**src/rtl/sched_dispatch_ctrl_pkg.sv**
```systemverilog
// Shared constants, state encoding and helpers for the dispatch controller
// that sits between the task sources, the round-robin arbiter and the core.
package sched_dispatch_ctrl_pkg;

   // Requester count is tied to the width of the external tree arbiter
   localparam int N_REQ   = 16;
   localparam int IDX_W   = 4;
   localparam int SLICE_W = 8;

   // Controller state encoding
   localparam int STATE_W = 2;
   localparam logic [STATE_W-1:0] ST_IDLE  = 2'd0;
   localparam logic [STATE_W-1:0] ST_ARB   = 2'd1;
   localparam logic [STATE_W-1:0] ST_OFFER = 2'd2;
   localparam logic [STATE_W-1:0] ST_RUN   = 2'd3;

   typedef logic [N_REQ-1:0]   req_vec_t;
   typedef logic [IDX_W-1:0]   req_idx_t;
   typedef logic [SLICE_W-1:0] slice_t;

   // Expand a requester index into a one-hot requester vector
   function automatic req_vec_t onehot_from_index(input req_idx_t idx);
      req_vec_t vec;
      vec      = '0;
      vec[idx] = 1'b1;
      return vec;
   endfunction

endpackage

```
**src/rtl/sched_dispatch_ctrl_slice.sv**
```systemverilog
// Time-slice timer for the running task. Loaded with the slice length when
// the core accepts an offer, counts run cycles starting from 1, and flags
// expiry when the count reaches the slice. A slice of 0 never expires.
module sched_slice_timer
   import sched_dispatch_ctrl_pkg::*;
(
   input  logic   clk,
   input  logic   rst,
   input  logic   load,
   input  logic   run,
   input  slice_t slice_len,
   output logic   expire
);

   slice_t count;
   slice_t slice;
   logic   unlimited;
   logic   at_max;

   assign unlimited = (slice == '0);
   assign at_max    = (count == {SLICE_W{1'b1}});
   assign expire    = run && !unlimited && (count == slice);

   // Latch the slice on load; otherwise count run cycles, holding at the
   // top value so long unlimited tasks never wrap back into a compare window
   always_ff @(posedge clk or posedge rst) begin
      if (rst) begin
         count <= '0;
         slice <= '0;
      end else if (load) begin
         count <= slice_t'(1);
         slice <= slice_len;
      end else if (run && !expire && !at_max) begin
         count <= count + slice_t'(1);
      end
   end

endmodule

```
**src/rtl/sched_dispatch_ctrl.sv**
```systemverilog
// Dispatch front end: collects level requests into a pending mask, shows
// that mask to the external arbiter for exactly one cycle per decision,
// offers the winner to the core, polices its time slice and reports either
// completion (ack) or pre-emption (task put back into pending).
module sched_dispatch_ctrl
   import sched_dispatch_ctrl_pkg::*;
(
   input  logic                clk,
   input  logic                rst,
   input  logic [N_REQ-1:0]    req,
   input  logic [SLICE_W-1:0]  slice_len,
   output logic [N_REQ-1:0]    arb_req,
   input  logic [IDX_W-1:0]    arb_grant_index,
   input  logic                arb_valid,
   output logic                disp_valid,
   output logic [IDX_W-1:0]    disp_index,
   input  logic                disp_ready,
   input  logic                core_done,
   output logic [N_REQ-1:0]    ack,
   output logic                preempt,
   output logic                busy
);

   logic [STATE_W-1:0] state;
   logic [STATE_W-1:0] state_next;

   req_vec_t pending;
   req_vec_t pending_next;
   req_vec_t run_mask;
   req_vec_t clr_mask;
   req_vec_t requeue_mask;
   req_vec_t cur_onehot;

   logic in_flight;
   logic in_arb;
   logic in_offer;
   logic in_run;
   logic win;
   logic run_done;
   logic slice_expire;
   logic do_preempt;
   logic timer_load;

   assign in_arb     = (state == ST_ARB);
   assign in_offer   = (state == ST_OFFER);
   assign in_run     = (state == ST_RUN);
   assign in_flight  = in_offer || in_run;
   assign win        = in_arb && arb_valid;
   assign run_done   = in_run && core_done;
   assign do_preempt = in_run && !core_done && slice_expire;
   assign timer_load = in_offer && disp_ready;
   assign cur_onehot = onehot_from_index(disp_index);

   sched_slice_timer u_slice_timer (
      .clk       (clk),
      .rst       (rst),
      .load      (timer_load),
      .run       (in_run),
      .slice_len (slice_len),
      .expire    (slice_expire)
   );

   // Build the masks that shape the pending update: the in-flight task's
   // own request is ignored, the arbiter winner is removed, and a pre-empted
   // task is put back even if its requester has since let go
   always_comb begin
      run_mask     = '0;
      clr_mask     = '0;
      requeue_mask = '0;
      if (in_flight) begin
         run_mask = cur_onehot;
      end
      if (win) begin
         clr_mask = onehot_from_index(arb_grant_index);
      end
      if (do_preempt) begin
         requeue_mask = cur_onehot;
      end
      pending_next = (pending | (req & ~run_mask) | requeue_mask) & ~clr_mask;
   end

   // Next-state selection; completion beats slice expiry in the same cycle
   always_comb begin
      state_next = state;
      case (state)
         ST_IDLE: begin
            if (pending != '0) begin
               state_next = ST_ARB;
            end
         end
         ST_ARB: begin
            if (arb_valid) begin
               state_next = ST_OFFER;
            end else begin
               state_next = ST_IDLE;
            end
         end
         ST_OFFER: begin
            if (disp_ready) begin
               state_next = ST_RUN;
            end
         end
         ST_RUN: begin
            if (core_done || slice_expire) begin
               state_next = ST_IDLE;
            end
         end
         default: begin
            state_next = ST_IDLE;
         end
      endcase
   end

   // Controller state register
   always_ff @(posedge clk or posedge rst) begin
      if (rst) begin
         state <= ST_IDLE;
      end else begin
         state <= state_next;
      end
   end

   // Pending request mask
   always_ff @(posedge clk or posedge rst) begin
      if (rst) begin
         pending <= '0;
      end else begin
         pending <= pending_next;
      end
   end

   // Capture the arbiter winner; held stable through OFFER and RUN
   always_ff @(posedge clk or posedge rst) begin
      if (rst) begin
         disp_index <= '0;
      end else if (win) begin
         disp_index <= arb_grant_index;
      end
   end

   // Registered one-cycle completion and pre-emption pulses
   always_ff @(posedge clk or posedge rst) begin
      if (rst) begin
         ack     <= '0;
         preempt <= 1'b0;
      end else begin
         ack     <= run_done ? cur_onehot : '0;
         preempt <= do_preempt;
      end
   end

   // The arbiter only sees requests during the single decision cycle so its
   // rotating priority advances once per dispatch
   assign arb_req    = in_arb ? pending : '0;
   assign disp_valid = in_offer;
   assign busy       = in_flight;

endmodule

```
**config.mk**
```make
export PLATFORM = sky130hd
export DESIGN_NAME = sched_dispatch_ctrl
export DESIGN_NICKNAME = d
export VERILOG_FILES = /design/src/rtl/sched_dispatch_ctrl_pkg.sv /design/src/rtl/sched_dispatch_ctrl_slice.sv /design/src/rtl/sched_dispatch_ctrl.sv
export SDC_FILE = /design/constraint.sdc
export NUM_CORES = 1
export LEC_CHECK = 0
export ABC_CLOCK_PERIOD_IN_PS = 3500
export CAP_MARGIN = 40
export CORE_MARGIN = 3
export CORE_UTILIZATION = 30
export CTS_BUF_LIST = sky130_fd_sc_hd__clkbuf_4 sky130_fd_sc_hd__clkbuf_8 sky130_fd_sc_hd__clkbuf_16
export CTS_CLUSTER_DIAMETER = 80
export CTS_CLUSTER_SIZE = 24
export DETAILED_ROUTE_END_ITERATION = 8
export SYNTH_ARGS = -nofsm -noshare
export SYNTH_HDL_FRONTEND = slang
export SYNTH_SLANG_ARGS = --single-unit
export TNS_END_PERCENT = 20
```
**constraint.sdc**
```tcl
create_clock -name clk -period 3.5 [get_ports clk]
set_input_delay 0.525 -clock clk [delete_from_list [all_inputs] [get_ports clk]]
set_output_delay 0.525 -clock clk [all_outputs]
set_load 0.005 [all_outputs]
```
=== Word level (Yosys, flattened, before mapping) ===
Cells that the tools add are included.

* Register bits after elaboration: 55
* Input port bits: 33
* Output and inout port bits: 39
* Word-level logic and storage cells: 64

* Add/sub/neg operators: 1
* Magnitude comparators: 4
* Eq/ne operators: 8
* Muxes and demuxes: 16
* Bitwise gates (word level): 6
* Reduce and logical (&&, ||, !) cells: 22

{| class="wikitable"
|+ Operators with widths
! kind !! count
|-
| two-way mux 16 bit || 5
|-
| AND 16 bit || 2
|-
| inverter 16 bit || 2
|-
| bitwise OR 16 bit || 2
|-
| two-way mux 8 bit || 2
|-
| nonzero test 16 bit || 1
|-
| logical AND 1 bit || 11
|-
| < comparator 4 x 5 -> 1 bit, second input constant || 2
|-
| adder 8 x 1 -> 8 bit, second input constant || 1
|-
| demux 1 bit (select 4 bit) || 2
|-
| == test 8 bit || 1
|-
| == test 8 bit, second input constant || 1
|-
| greater-or-equal comparator 4 x 1 -> 1 bit, second input constant || 2
|-
| zero test 8 bit || 1
|-
| two-way mux 2 bit || 4
|-
| one-hot mux 2 bit (4 select lines) || 1
|-
| == test 2 bit, second input constant || 2
|-
| zero test 1 bit || 4
|-
| inequality test 2 bit, second input constant || 2
|-
| AND reduction 3 bit || 1
|-
| == test 2 x 1 -> 1 bit, second input constant || 1
|-
| zero test 2 bit || 1
|-
| logical OR 1 bit || 2
|-
| two-way mux 1 bit || 2
|-
| other kinds (2) || 2
|}

=== Depth between registers and ports, before layout ===
* Depth after elaboration: 10
* Depth in mapped cells: 7
* Gate-level depth less buffers: 5

=== Cells and area by module ===
Synthesis repeated with hierarchy kept, for this count alone.

* Cell total of the unflattened synthesis: 270
* Area total of the unflattened synthesis: 2797.7 um2

{| class="wikitable"
|+ By module, submodules not included
! module !! instances !! cells an instance !! area each (um2) !! sequential area each (um2)
|-
| sched_dispatch_ctrl || 1 || 190 || 1933.1 || 975.9
|-
| sched_slice_timer || 1 || 80 || 864.6 || 400.4
|}

=== Least setup slack after synthesis ===
OpenSTA, ideal clock, no wires.

* Path type: reg-to-reg
* Start point: reg u_slice_timer.slice[6]
* End point: reg u_slice_timer.count[1]
* Setup time: 0.120 ns
* Arrival: 1.691 ns
* Setup slack: 1.690 ns
* Stages on the path, launching flop included: 7
* Buffers on the path: 1
* Cell sequence: dfrtp_1 or4_4 o211ai_4 o31a_4 buf_6 a21oi_1 a31o_1

* Cells in the longest elaborated chain, start to end: 8
* Elaborated cells on any way between the ends: 9
* Those cells by class: eq/ne (1); reduce/logical (8)

{| class="wikitable"
|+ RTL lines
! item !! RTL line !! RTL
|-
| from (decl) || sched_dispatch_ctrl_slice.sv:16 || <nowiki>slice_t slice;</nowiki>
|-
| from (signal assigned) || sched_dispatch_ctrl_slice.sv:32 || <nowiki>slice <= slice_len;</nowiki>
|-
| zero test 8 bit || sched_dispatch_ctrl_slice.sv:20 || <nowiki>assign unlimited = (slice == '0);</nowiki>
|-
| zero test 1 bit || sched_dispatch_ctrl_slice.sv:22 || <nowiki>assign expire = run && !unlimited && (count == slice);</nowiki>
|-
| logical AND 1 bit || sched_dispatch_ctrl_slice.sv:22 ||
|-
| logical AND 1 bit * || sched_dispatch_ctrl_slice.sv:22 ||
|-
| zero test 1 bit * || sched_dispatch_ctrl_slice.sv:33 || <nowiki>end else if (run && !expire && !at_max) begin</nowiki>
|-
| logical AND 1 bit * (2 in a row) || sched_dispatch_ctrl_slice.sv:33 ||
|-
| nonzero test 2 bit (no line) * || - ||
|-
| to (signal assigned) || sched_dispatch_ctrl_slice.sv:31 || <nowiki>count <= slice_t'(1);</nowiki>
|-
| to (signal assigned) || sched_dispatch_ctrl_slice.sv:34 || <nowiki>count <= count + slice_t'(1);</nowiki>
|-
| to (decl) || sched_dispatch_ctrl_slice.sv:15 || <nowiki>slice_t count;</nowiki>
|}

Mark *: on every way between the ends. The rest lies on a longest branch, timed or not.
A chain may end at the register's enable or synchronous reset.

==> metrics <==
status=finished clean; placed cell area=0.003588 mm^2; main flop type after synthesis=dfrtp_1; commonest non-fill, non-tap cell in the layout=clkdlybuf4s50_1; # diodes=0; P&R area growth vs syn=32.52%; Port Buffers=71; Pleak=1.407 nW; area of the core=0.008848 mm^2; layout cell share with drive strength beyond 1=5.789%; asr flop ratio synth=100.0%; clock skew=0.006617 ns; largest net degree at the start of global routing=26; Worst slew margin=48.04%; RSZ-0062 raised after global routing=no; DIE AREA=0.01045 mm^2; mux cell area share after synthesis=3.063%; Final Cycle Share=82.89%; Worst path top cell family by delay=buffers and inverters; r2r endpoint=u_slice_timer.count[0]; DRC Markers=0; Die Width=102.2 um; io pins=72; max incr delay on CP=0.68 ns; simple-gate share of the synthesized area=31.62%; Clock Path Buffers=2; num rows=34; antenna violations before repair=0; Fmax=344.7 MHz; most frequent cells in the layout=clkdlybuf4s50_1 (71), nand2_1 (70), dfrtp_1 (55); fill count=893; Gate Count Post-Synth=312; synthesis-stage register bit count=55; final count of hold timing violations=0; clock sink count=55; Clk Latency, worst-skew pair=0.31 ns; DRT Pass-1 Iters=4; Die Span Y=102.2 um; DP HPWL=5836 um; Worst Path Buf+Inv=2; post-route ant nets=0; P per Cell Area=650.8 mW/mm^2; hold crit path type=in2async; Clock transition at path regs=0.11 ns; Starting Density=31.39%; crit end category=output pin; routability congestion estimate from global placement=0.8747; register area share after synthesis=49.55%; vias in the first global route=2377; Syn Area/Cell=8.903 um^2; largest family of logic cells by synthesized area=simple AND/OR/NAND/NOR gates; Syn Nets=346; Post-synth EDFFs=0; CTS tree=done; CTS buffer count=5; Worst EP arrival=2.38 ns; total congestion overflow=0; Root Buffer=clkbuf_8; Worst Reg-to-Reg Cells=5; 1st-iter DRT viols=142; total track usage=15.05%; final setup fails=0; aggregate routed wire length=7659 um; Max VDD drop=0.2730 mV; Synth cell types=37; PostCTS Resize Cnt=0; Design Area, Final=0.003681 mm^2; setup ws final=0.5990 ns; Compound-Gate Fraction of Synth Area=10.50%; cell area after synthesis=0.002778 mm^2; Max Cap Viol=0; largest fanout on the critical path=25; global-route wire length before repair=12330 um; WS Path Type=reg2out; synthesized-area fraction occupied by adder cells=0.4505%; Ys Warns=0; post-synthesis xor/xnor area fraction=2.207%; worst-margin pin slew=0.7723 ns; DR vias=2463; setup TNS=0 ns; Final #Nets=413; max-slew violation count=0; cts hold-fix bufs=0; reg2reg setup slack=1.29 ns; setup bufs post-CTS=0; crit start category=flop; WP data required=2.97 ns; critical path's slowest cell=dfrtp_1; Final Critical Period=2.901 ns; H-tree Lvls=2; Worst Setup Slack post-DPL=0.9244 ns; Via density=5.047; wire length per cell=15.69 um; CP cell instances=nor2b_1, buf_4, and2_1, clkdlybuf4s50_1
[how the worst max path moves through the flow]
stage | slack (ns) | endpoint | cells after the start
final | 0.60 | arb_req[12] | 4
after global routing | 0.41 | arb_req[15] | 4
after detailed placement | 0.92 | arb_req[12] | 4
after global placement | 0.95 | arb_req[10] | 4
after CTS | 0.57 | arb_req[12] | 4
after floorplan | 1.63 | asynchronous set/reset pin | 1
[routing by layer]
metal / global-route usage [%] / vias to the layer above / routed length, um
li1: - / 1201 / -
met1: 22.20 / 1180 / 3606
met2: 23.19 / 75 / 3550
met3: 2.184 / 7 / 385
met4: 3.935 / 0 / 116
met5: 0 / - / 0
[where the power goes]
part | total (mW) | internal [mW] | switching [mW] | leakage, nW
Clock | 0.372 | 0.144 | 0.228 | 0.0408
Combinational | 1.08 | 0.561 | 0.518 | 0.710
Sequential | 0.945 | 0.753 | 0.192 | 0.657
Total | 2.40 | 1.46 | 0.938 | 1.41
[cell families (layout without fill, tap and decap cells)]
kind of cell    count (synthesis)  count (layout)
xor+xnor                        7               7
fa+ha+maj                       1               1
compound gates                 46              46
flops                          55              55
buf+inv                        16              84
mux                             8               8
simple gates                  179             179
[registers in the layout (all words and copies together) (netlist names), named ones only]
register	count
disp_index	4
pending	16
u_slice_timer.slice	8
ack	16
u_slice_timer.count	8
state	1
preempt	1
[synthesized netlist by cell type, types with 4 or more instances]
cell	instances	area share, %
nor3_1	20	3.6
mux2i_1	4	1.4
a21oi_1	33	5.9
mux2_2	4	1.6
nand2b_1	8	1.8
nor4_1	5	1.1
nand3_1	7	1.3
clkbuf_1	12	1.6
xnor2_1	7	2.2
nand2_1	70	9.5
nor2_1	25	3.4
nand4_1	5	1.1
nor2b_1	9	2.0
and2_1	18	4.1
and3_1	5	1.1
dfrtp_1	55	50
[metrics by stage]
| step | total power [mW] | util [%] | hold WS, ns | cells |
|---|---|---|---|---|
| 6_report | 2.396 | 41.60 | 0.4786 | 488 |
| 5_1_grt | 2.570 | 41.60 | 0.5115 | 488 |
| 4_1_cts | 2.415 | 41.60 | 0.4881 | 488 |
| 3_5_place_dp | 2.040 | 40.55 | 0.5204 | 480 |
| 3_3_place_gp | 2.018 | 40.43 | 0.5151 | 479 |
| 2_1_floorplan | 1.554 | - | 0.4832 | 312 |
[area by class of cell]
type	count	area [um^2]	share of cell area [%]
clock inverters	3	23.77	0.6458
well taps	108	135.1	3.671
multi-input cells	241	1329	36.10
clock buffers	5	68.82	1.869
repair buffers	75	744.5	20.22
inverters	1	3.754	0.1020
flip-flops and latches	55	1376	37.39
[worst reg2reg max path: stages, from the launching register on]
cell and delay, ns:
dfrtp_1 0.85, and2_1 0.38, o211ai_4 0.13, o31a_4 0.43, a211oi_1 0.25, a31oi_1 0.06
No activity file was read; power rests on OpenSTA's default activity.
